File: config.mk
export PLATFORM = sky130hd
export DESIGN_NAME = adc_scan_sequencer
export DESIGN_NICKNAME = d
export VERILOG_FILES = /design/src/rtl/neural_implant_pkg.sv /design/src/rtl/adc_frame_timer.sv /design/src/rtl/adc_scan_sequencer.sv
export SDC_FILE = /design/constraint.sdc
export NUM_CORES = 1
export LEC_CHECK = 0
export CAP_MARGIN = 10
export CELL_PAD_IN_SITES_DETAIL_PLACEMENT = 0
export CELL_PAD_IN_SITES_GLOBAL_PLACEMENT = 1
export CORE_MARGIN = 2
export CORE_UTILIZATION = 52
export DETAILED_ROUTE_END_ITERATION = 10
export DONT_BUFFER_PORTS = 1
export PLACE_DENSITY = 0.93
export SKIP_CTS_REPAIR_TIMING = 1
export SLEW_MARGIN = 30
export SYNTH_ARGS = -nofsm -noshare
export SYNTH_HDL_FRONTEND = slang
export SYNTH_SLANG_ARGS = --single-unit
File: constraint.sdc
create_clock -name adc_clk -period 6.32 [get_ports adc_clk]
set_input_delay 0.948 -clock adc_clk [delete_from_list [all_inputs] [get_ports adc_clk]]
set_output_delay 0.948 -clock adc_clk [all_outputs]
set_load 0.005 [all_outputs]
File: src/rtl/neural_implant_pkg.sv
// rtl/neural_implant_pkg.sv - Shared ADC front-end widths and scan state encoding.
package neural_implant_pkg;

  localparam int CH_W   = 4;
  localparam int DATA_W = 12;

  typedef enum logic [2:0] {
    IDLE,
    SELECT,
    SETTLE,
    CONVERT,
    EMIT
  } scan_state_e;

endpackage

File: src/rtl/adc_frame_timer.sv
// rtl/adc_frame_timer.sv - Reload down-counter producing one frame tick every frame_period+1 cycles.
module adc_frame_timer #(
  parameter int FRAME_W = 16
) (
  input  logic               adc_clk,
  input  logic               adc_rst,
  input  logic               enable,
  input  logic [FRAME_W-1:0] frame_period,
  output logic               tick
);

  logic [FRAME_W-1:0] cnt_q;

  // Parked at zero while disabled so the first enabled cycle ticks immediately.
  assign tick = enable && (cnt_q == '0);

  always_ff @(posedge adc_clk or posedge adc_rst) begin
    if (adc_rst) begin
      cnt_q <= '0;
    end else if (!enable) begin
      cnt_q <= '0;
    end else if (cnt_q == '0) begin
      cnt_q <= frame_period;
    end else begin
      cnt_q <= cnt_q - FRAME_W'(1);
    end
  end

endmodule

File: src/rtl/adc_scan_sequencer.sv
// rtl/adc_scan_sequencer.sv - Walks enabled channels each frame: select, settle, convert, emit.
module adc_scan_sequencer
  import neural_implant_pkg::*;
#(
  parameter int NUM_CH      = 16,
  parameter int SETTLE_CYC  = 4,
  parameter int TIMEOUT_CYC = 64,
  parameter int FRAME_W     = 16
) (
  input  logic               adc_clk,
  input  logic               adc_rst,
  input  logic               enable,
  input  logic [NUM_CH-1:0]  ch_mask,
  input  logic [FRAME_W-1:0] frame_period,
  input  logic               err_clr,
  output logic [CH_W-1:0]    mux_sel,
  output logic               conv_start,
  input  logic               conv_done,
  input  logic [DATA_W-1:0]  conv_data,
  output logic [DATA_W-1:0]  adc_sample,
  output logic [CH_W-1:0]    adc_channel,
  output logic               adc_valid,
  output logic               frame_start,
  output logic               busy,
  output logic               timeout_err,
  output logic               frame_overrun
);

  localparam int PTR_W = CH_W + 1;
  localparam int SET_W = $clog2(SETTLE_CYC + 1);
  localparam int TO_W  = $clog2(TIMEOUT_CYC + 1);

  scan_state_e        state_q;
  logic [NUM_CH-1:0]  snap_q;
  logic [PTR_W-1:0]   ptr_q;
  logic [PTR_W-1:0]   ptr_d;
  logic [SET_W-1:0]   settle_cnt_q;
  logic [TO_W-1:0]    to_cnt_q;
  logic [CH_W-1:0]    mux_sel_q;
  logic               conv_start_q;
  logic [DATA_W-1:0]  adc_sample_q;
  logic [CH_W-1:0]    adc_channel_q;
  logic               adc_valid_q;
  logic               frame_start_q;
  logic               busy_q;
  logic               timeout_err_q;
  logic               frame_overrun_q;

  logic               tick;
  logic               pick_found;
  logic [CH_W-1:0]    pick_idx;
  logic               ovr_set;
  logic               to_set;

  adc_frame_timer #(
    .FRAME_W (FRAME_W)
  ) u_frame_timer (
    .adc_clk      (adc_clk),
    .adc_rst      (adc_rst),
    .enable       (enable),
    .frame_period (frame_period),
    .tick         (tick)
  );

  // Lowest snapshot bit at or above the pointer; a pointer of NUM_CH finds nothing.
  always_comb begin
    pick_found = 1'b0;
    pick_idx   = '0;
    for (int i = NUM_CH - 1; i >= 0; i--) begin
      if (snap_q[i] && (PTR_W'(i) >= ptr_q)) begin
        pick_found = 1'b1;
        pick_idx   = CH_W'(i);
      end
    end
  end

  assign ptr_d   = PTR_W'(mux_sel_q) + PTR_W'(1);
  assign ovr_set = tick && (state_q != IDLE);
  assign to_set  = (state_q == CONVERT) && !conv_done &&
                   (to_cnt_q == TO_W'(TIMEOUT_CYC - 1));

  always_ff @(posedge adc_clk or posedge adc_rst) begin
    if (adc_rst) begin
      state_q         <= IDLE;
      snap_q          <= '0;
      ptr_q           <= '0;
      settle_cnt_q    <= '0;
      to_cnt_q        <= '0;
      mux_sel_q       <= '0;
      conv_start_q    <= 1'b0;
      adc_sample_q    <= '0;
      adc_channel_q   <= '0;
      adc_valid_q     <= 1'b0;
      frame_start_q   <= 1'b0;
      busy_q          <= 1'b0;
      timeout_err_q   <= 1'b0;
      frame_overrun_q <= 1'b0;
    end else begin
      frame_start_q <= 1'b0;
      conv_start_q  <= 1'b0;
      adc_valid_q   <= 1'b0;

      // Sticky flags: a new event outranks a clear in the same cycle.
      if (ovr_set) begin
        frame_overrun_q <= 1'b1;
      end else if (err_clr) begin
        frame_overrun_q <= 1'b0;
      end
      if (to_set) begin
        timeout_err_q <= 1'b1;
      end else if (err_clr) begin
        timeout_err_q <= 1'b0;
      end

      case (state_q)
        IDLE: begin
          if (tick && (ch_mask != '0)) begin
            snap_q        <= ch_mask;
            ptr_q         <= '0;
            frame_start_q <= 1'b1;
            busy_q        <= 1'b1;
            state_q       <= SELECT;
          end
        end

        SELECT: begin
          if (!enable || !pick_found) begin
            busy_q  <= 1'b0;
            state_q <= IDLE;
          end else begin
            mux_sel_q    <= pick_idx;
            settle_cnt_q <= '0;
            state_q      <= SETTLE;
          end
        end

        SETTLE: begin
          if (!enable) begin
            busy_q  <= 1'b0;
            state_q <= IDLE;
          end else if (settle_cnt_q == SET_W'(SETTLE_CYC - 1)) begin
            conv_start_q <= 1'b1;
            to_cnt_q     <= '0;
            state_q      <= CONVERT;
          end else begin
            settle_cnt_q <= settle_cnt_q + SET_W'(1);
          end
        end

        // A conversion in flight is always allowed to finish so the converter
        // is never left mid-cycle; with enable low its result is dropped.
        CONVERT: begin
          if (conv_done) begin
            ptr_q <= ptr_d;
            if (enable) begin
              adc_valid_q   <= 1'b1;
              adc_sample_q  <= conv_data;
              adc_channel_q <= mux_sel_q;
              state_q       <= EMIT;
            end else begin
              busy_q  <= 1'b0;
              state_q <= IDLE;
            end
          end else if (to_cnt_q == TO_W'(TIMEOUT_CYC - 1)) begin
            ptr_q <= ptr_d;
            if (enable) begin
              state_q <= SELECT;
            end else begin
              busy_q  <= 1'b0;
              state_q <= IDLE;
            end
          end else begin
            to_cnt_q <= to_cnt_q + TO_W'(1);
          end
        end

        EMIT: begin
          if (!enable) begin
            busy_q  <= 1'b0;
            state_q <= IDLE;
          end else begin
            state_q <= SELECT;
          end
        end

        default: begin
          busy_q  <= 1'b0;
          state_q <= IDLE;
        end
      endcase
    end
  end

  assign mux_sel       = mux_sel_q;
  assign conv_start    = conv_start_q;
  assign adc_sample    = adc_sample_q;
  assign adc_channel   = adc_channel_q;
  assign adc_valid     = adc_valid_q;
  assign frame_start   = frame_start_q;
  assign busy          = busy_q;
  assign timeout_err   = timeout_err_q;
  assign frame_overrun = frame_overrun_q;

endmodule

---- Word-level counts from Yosys, hierarchy flattened ----
Cells that the tools add are included.
storage, ports and cells
  flip-flop bits (word level) ............. 76
  bits of input ports ..................... 49
  output and inout port bits .............. 26
  word-level logic and storage cells ...... 168
operators by class
  add/subtract/negate cells ............... 4
  order comparisons ....................... 16
  equal/unequal tests ..................... 16
  mux-type cells .......................... 73
  bitwise operators ....................... 1
  reduce and logical (&&, ||, !) cells .... 43
operators with widths
  operator               count
  $mux 4                 16
  $ge 4x5->1 const A     8
  $mux 1                 33
  $mux 16                2
  $mux 7                 4
  $mux 3                 9
  $logic_and 1x1->1      21
  $ge 3x5->1 const A     4
  $logic_not 16->1       1
  $ne 2x2->1 const B     8
  $reduce_bool 16->1     1
  $sub 16x1->16 const B  1
  $mux 5                 3
  $pmux 3 s5             1
  $pmux 7 s2             1
  $reduce_and 3->1       4
  $ge 1x5->1 const A     2
  $ge 2x5->1 const A     2
  $pmux 5 s2             1
  $reduce_bool 2->1      5
  $eq 3x2->1 const B     3
  $add 7x1->7 const B    1
  $eq 7x6->1 const B     1
  $pmux 3 s2             1
  other kinds (17)       20

---- Logic depth before layout (Yosys ltp) ----
  depth in word-level cells ............... 22
  mapped depth ............................ 8
  mapped depth without buffers ............ 8

---- Hierarchy ----
Synthesis repeated with hierarchy kept, for this count alone.
second synthesis, totals
  cells, all modules ...................... 376
  area, all modules ....................... 3,937.5 um^2
by module, submodules not included
  module              instances  cells each  area each (um^2)  sequential area each (um^2)
  adc_scan_sequencer  1          277         2,984.1           1,501.4
  adc_frame_timer     1          99          953.4             400.4

---- Least setup slack after synthesis ----
Ideal clock, no wire load.
  path type ............................... input to register
  start point ............................. input port enable
  end point ............................... register snap_q[0]
  setup time .............................. 0.127 ns
  data arrival time ....................... 2.470 ns
  data required time ...................... 6.193 ns
  setup slack ............................. 3.723 ns
  stages on the path ...................... 5
  buffers on the path ..................... 2
  path through ............................ clkbuf_1 clkinv_1 nor4b_4 buf_6 mux2_1
on the way
  word-level cells in the longest chain between the ends .. 3
RTL lines
  item                        RTL line                   RTL
  from (decl)                 adc_scan_sequencer.sv:12   input logic enable,
  $logic_and 1x1->1           adc_frame_timer.sv:15      assign tick = enable && (cnt_q == '0);
  $logic_and 1x1->1           adc_scan_sequencer.sv:117  if (tick && (ch_mask != '0)) begin
  $reduce_and 2->1 (no line)  -
  to (signal assigned)        adc_scan_sequencer.sv:118  snap_q <= ch_mask;
  to (decl)                   adc_scan_sequencer.sv:34   logic [NUM_CH-1:0] snap_q;
No other way between the ends.
A chain may end at the register's enable or synchronous reset.

---- Worst setup path in the final report ----
  start point ............................. register u_frame_timer.cnt_q[8]
  end point ............................... register snap_q[9]
on the way
  word-level cells in the longest chain between the ends .. 4
RTL lines
  item                        RTL line                   RTL
  from (decl)                 adc_frame_timer.sv:12      logic [FRAME_W-1:0] cnt_q;
  from (signal assigned)      adc_frame_timer.sv:23      cnt_q <= frame_period;
  from (signal assigned)      adc_frame_timer.sv:25      cnt_q <= cnt_q - FRAME_W'(1);
  $logic_not 16->1            adc_frame_timer.sv:15
  $logic_and 1x1->1           adc_frame_timer.sv:15
  $logic_and 1x1->1           adc_scan_sequencer.sv:117
  $reduce_and 2->1 (no line)  -
No other way between the ends.

==> summary.md <==
| Metric | Value |
|---|---|
| Status | `completed` |
| Least-Margin Pin Slew | `0.828 ns` |
| WP data arrival | `3.54 ns` |
| CTS tree | `done` |
| Sequential fraction of the synthesis area | `0.486` |
| RSZ-0062 raised after global routing | `false` |
| Final setup fails | `0` |
| GRT Resource Usage Total | `0.209` |
| Top_reg_cell synth | `dfrtp_1` |
| Min cycle time layout | `around 3.3 ns` |
| Htree depth | `3` |
| Cell taking the most area after synthesis | `dfrtp_1` |
| Final wirelength | `8170 um` |
| Worst hold margin | `0.493 ns` |
| Core outline area | `just over 7000 um2` |
| Dpl hpwl | `approximately 5800 um` |
| Clock tree root buffer cell | `clkbuf_8` |
| Critical Path Source Type | `flip-flop` |
| Skew final | `0.00796 ns` |
| Die W | `slightly above 90 um` |
| Largest net degree at the start of global routing | `77` |
| Fin. max-slew vios | `0` |
| Fmax achieved | `slightly above 300 MHz` |
| Final hold vios | `0` |
| Latest clock arrival within the worst-skew pair | `0.34 ns` |
| CTS Buf Count | `9` |
| Worst Reg-to-Reg Cells | `6` |
| Inserted Diodes | `0` |
| Bufs on Longest Clock Path | `2` |
| Nets@finish | `463` |
| Pwr/cell area | `503 nW/um2` |
| Fin crit share | `0.524` |
| Initial DRC Count | `about 230` |
| Asr flop ratio synth | `1.00` |
| Area share of the largest cell type after synthesis | `0.486` |
| Largest cells by area after synthesis | `dfrtp_1, nand2_1, nor2_1` |
| Row cnt | `31` |
| Synth Register Bits | `76` |
| Hold path cells | `1` |
| Num Clock Sinks | `76` |
| Worst vdd ir | `0.000199 V` |
| Placer Congestion | `0.851` |
| Hold/Removal Path Class | `flip-flop to flip-flop` |
| Grt ovf | `0` |
| Starting density of the core | `0.539` |
| Final core utilization | `0.568` |
| Worst path required time | `about 6.5 ns` |
| Routed Antenna Nets | `0` |
| Syn_nets | `468` |
| Initial antenna violation count | `0` |
| DRT Pass-1 Iters | `4` |
| Vias/cell | `roughly 5.9` |
| CP Capture Type | `flip-flop` |
| Synth Instances | `413` |
| Clk slew on worst S/H paths | `0.07 ns` |
| Layout fillers | `658` |
| Vias in the first global route | `about 2,900` |
| Setup_tns | `0 ns` |
| I/O pin count | `75` |
| Area of the die | `8230 um2` |
| DR vias | `between 3,000 and 4,000` |
| Max-Cap Viols | `0` |
| Final cell count without fillers | `507` |
| Layout cells sized above 1 | `0.0858` |
| DP Cell Count | `496` |
| Crit path max fanout | `33` |
| EDFF count, synth | `0` |
| WS Path Type | `flip-flop to flip-flop` |
| Post-synthesis cell area | `3910 um2` |
| Syn. warnings | `0` |
| Global-route wire length before repair | `roughly 14,000 um` |
| Syn-to-layout area delta | `5.21%` |
| Die Y-Extent | `90.7 um` |
| Port-buffer cells | `0` |
| Leakage power | `1.87 nW` |
| DR WL/cell | `around 16 um` |
| Worst rel slew slack | `0.446` |
| Syn avg cell area | `9.47 um2` |
| DR DRC count | `0` |
| Synth unique cells | `57` |
-- synthesized netlist by cell type, drive strengths merged (2+ instances only) --
master and count:
or4 5, nand3 13, nor4bb 2, o22ai 2, or2 2, a21boi 2
clkinv 2, a2111oi 2, clkbuf 18, or3 5, ha 6, a2bb2oi 2
and4b 2, mux2 18, xnor2 10, xor2 6, nand4 5, nand2 70
o21ai 16, o31ai 5, nor3b 2, o2bb2ai 3, nor2b 2, inv 17
a31oi 5, a211oi 13, a22o 5, nor3 9, nand2b 5, nor4 6
dfrtp 76, o211ai 3, a21oi 12, nor2 43
-- state kept, by name, summed over array words and instances, names as in the netlist --
register and cells:
frame_overrun 1, conv_start 1, u_frame_timer.cnt_q 16, frame_start 1, timeout_err 1, state_q 3, adc_valid 1, busy 1
mux_sel 4, to_cnt_q 7, snap_q 16, ptr_q 5, adc_sample 12, settle_cnt_q 3, adc_channel 4
-- cell usage in the layout, fill, tap and decap left out, types with 3 or more instances in the layout --
cell type | Yosys | final
clkbuf_8 | 0 | 9
a31oi_1 | 5 | 5
xor2_1 | 6 | 6
o211ai_1 | 3 | 3
o2bb2ai_1 | 3 | 3
nand2b_1 | 5 | 5
nor3_1 | 7 | 7
xnor2_1 | 10 | 10
or4_1 | 4 | 4
mux2_2 | 10 | 10
dfrtp_1 | 76 | 76
o21ai_0 | 15 | 15
inv_1 | 17 | 16
nor2_1 | 43 | 43
ha_1 | 6 | 6
a21oi_1 | 12 | 12
nand4_1 | 5 | 5
nand2_1 | 70 | 70
mux2_1 | 8 | 8
nor4_1 | 6 | 6
a211oi_1 | 13 | 13
o31ai_1 | 5 | 5
or3_1 | 5 | 5
nand3_1 | 13 | 13
a22o_1 | 5 | 5
-- layer usage --
metal,up-vias,global-route usage,share of wire
li1,1445,-,-
met3,13,0.0459,0.065
met1,1443,0.289,0.45
met4,0,0.0923,0.018
met2,105,0.317,0.47
met5,-,0,0
-- critical path: stages (launching register included) --
cell and delay, ns:
dfrtp_1 0.41, or4_4 0.56, nor3_2 0.19, nand4b_2 0.67, nor4b_4 0.71, buf_4 0.31, mux2_2 0.35
-- worst paths after layout --
path | startpoint | to | slack (ns)
setup / recovery | u_frame_timer.cnt_q[8]$_DFF_PP0_ | snap_q[9]$_DFFE_PP0P_ | 3.01
hold reg to reg | snap_q[4]$_DFFE_PP0P_ | snap_q[4]$_DFFE_PP0P_ | 0.49
min in group asynchronous | adc_rst | snap_q[14]$_DFFE_PP0P_ | 0.66
hold / removal | snap_q[4]$_DFFE_PP0P_ | snap_q[4]$_DFFE_PP0P_ | 0.49
max in group asynchronous | adc_rst | state_q[1]$_DFFE_PP0P_ | 5.21
setup reg to reg | u_frame_timer.cnt_q[8]$_DFF_PP0_ | snap_q[9]$_DFFE_PP0P_ | 3.01
-- area by class of cell --
cell class | instances | area [um2] | area share
Sequential cell | 76 | 1900 | 0.462
Multi-Input combinational cell | 299 | 1860 | 0.452
Clock buffer | 10 | 128 | 0.0310
Tap cell | 99 | 124 | 0.0301
Inverter | 19 | 71.3 | 0.0173
Timing Repair Buffer | 3 | 26.3 | 0.00638
Clock inverter | 1 | 5.00 | 0.00122
-- kinds of logic (layout without fill, tap and decap cells) --
family,after synthesis,count (layout),synth area share
flops,76,76,0.486
buf+inv,38,33,0.0384
compound gates,83,83,0.149
xor+xnor,16,16,0.0358
fa+ha+maj,6,6,0.0192
mux,19,19,0.0544
simple gates,175,175,0.217
-- power breakdown --
group          total (mW)  switching [mW]  internal [mW]
clock network       0.285           0.154          0.131
logic               0.850           0.451          0.400
registers           0.935           0.245          0.690
total                2.07           0.850           1.22
-- through the flow --
step / instance area, um2 / total power [mW] / setup slack (ns)
detailed placement: 3980 / 1.79 / 2.98
floorplan: 3910 / 1.59 / 3.43
global route: 4120 / 2.25 / 2.66
global placement: 3970 / 1.75 / 2.80
CTS: 4110 / 2.08 / 2.98
finish: 4120 / 2.07 / 3.01
(Power assumes the default switching activity.)
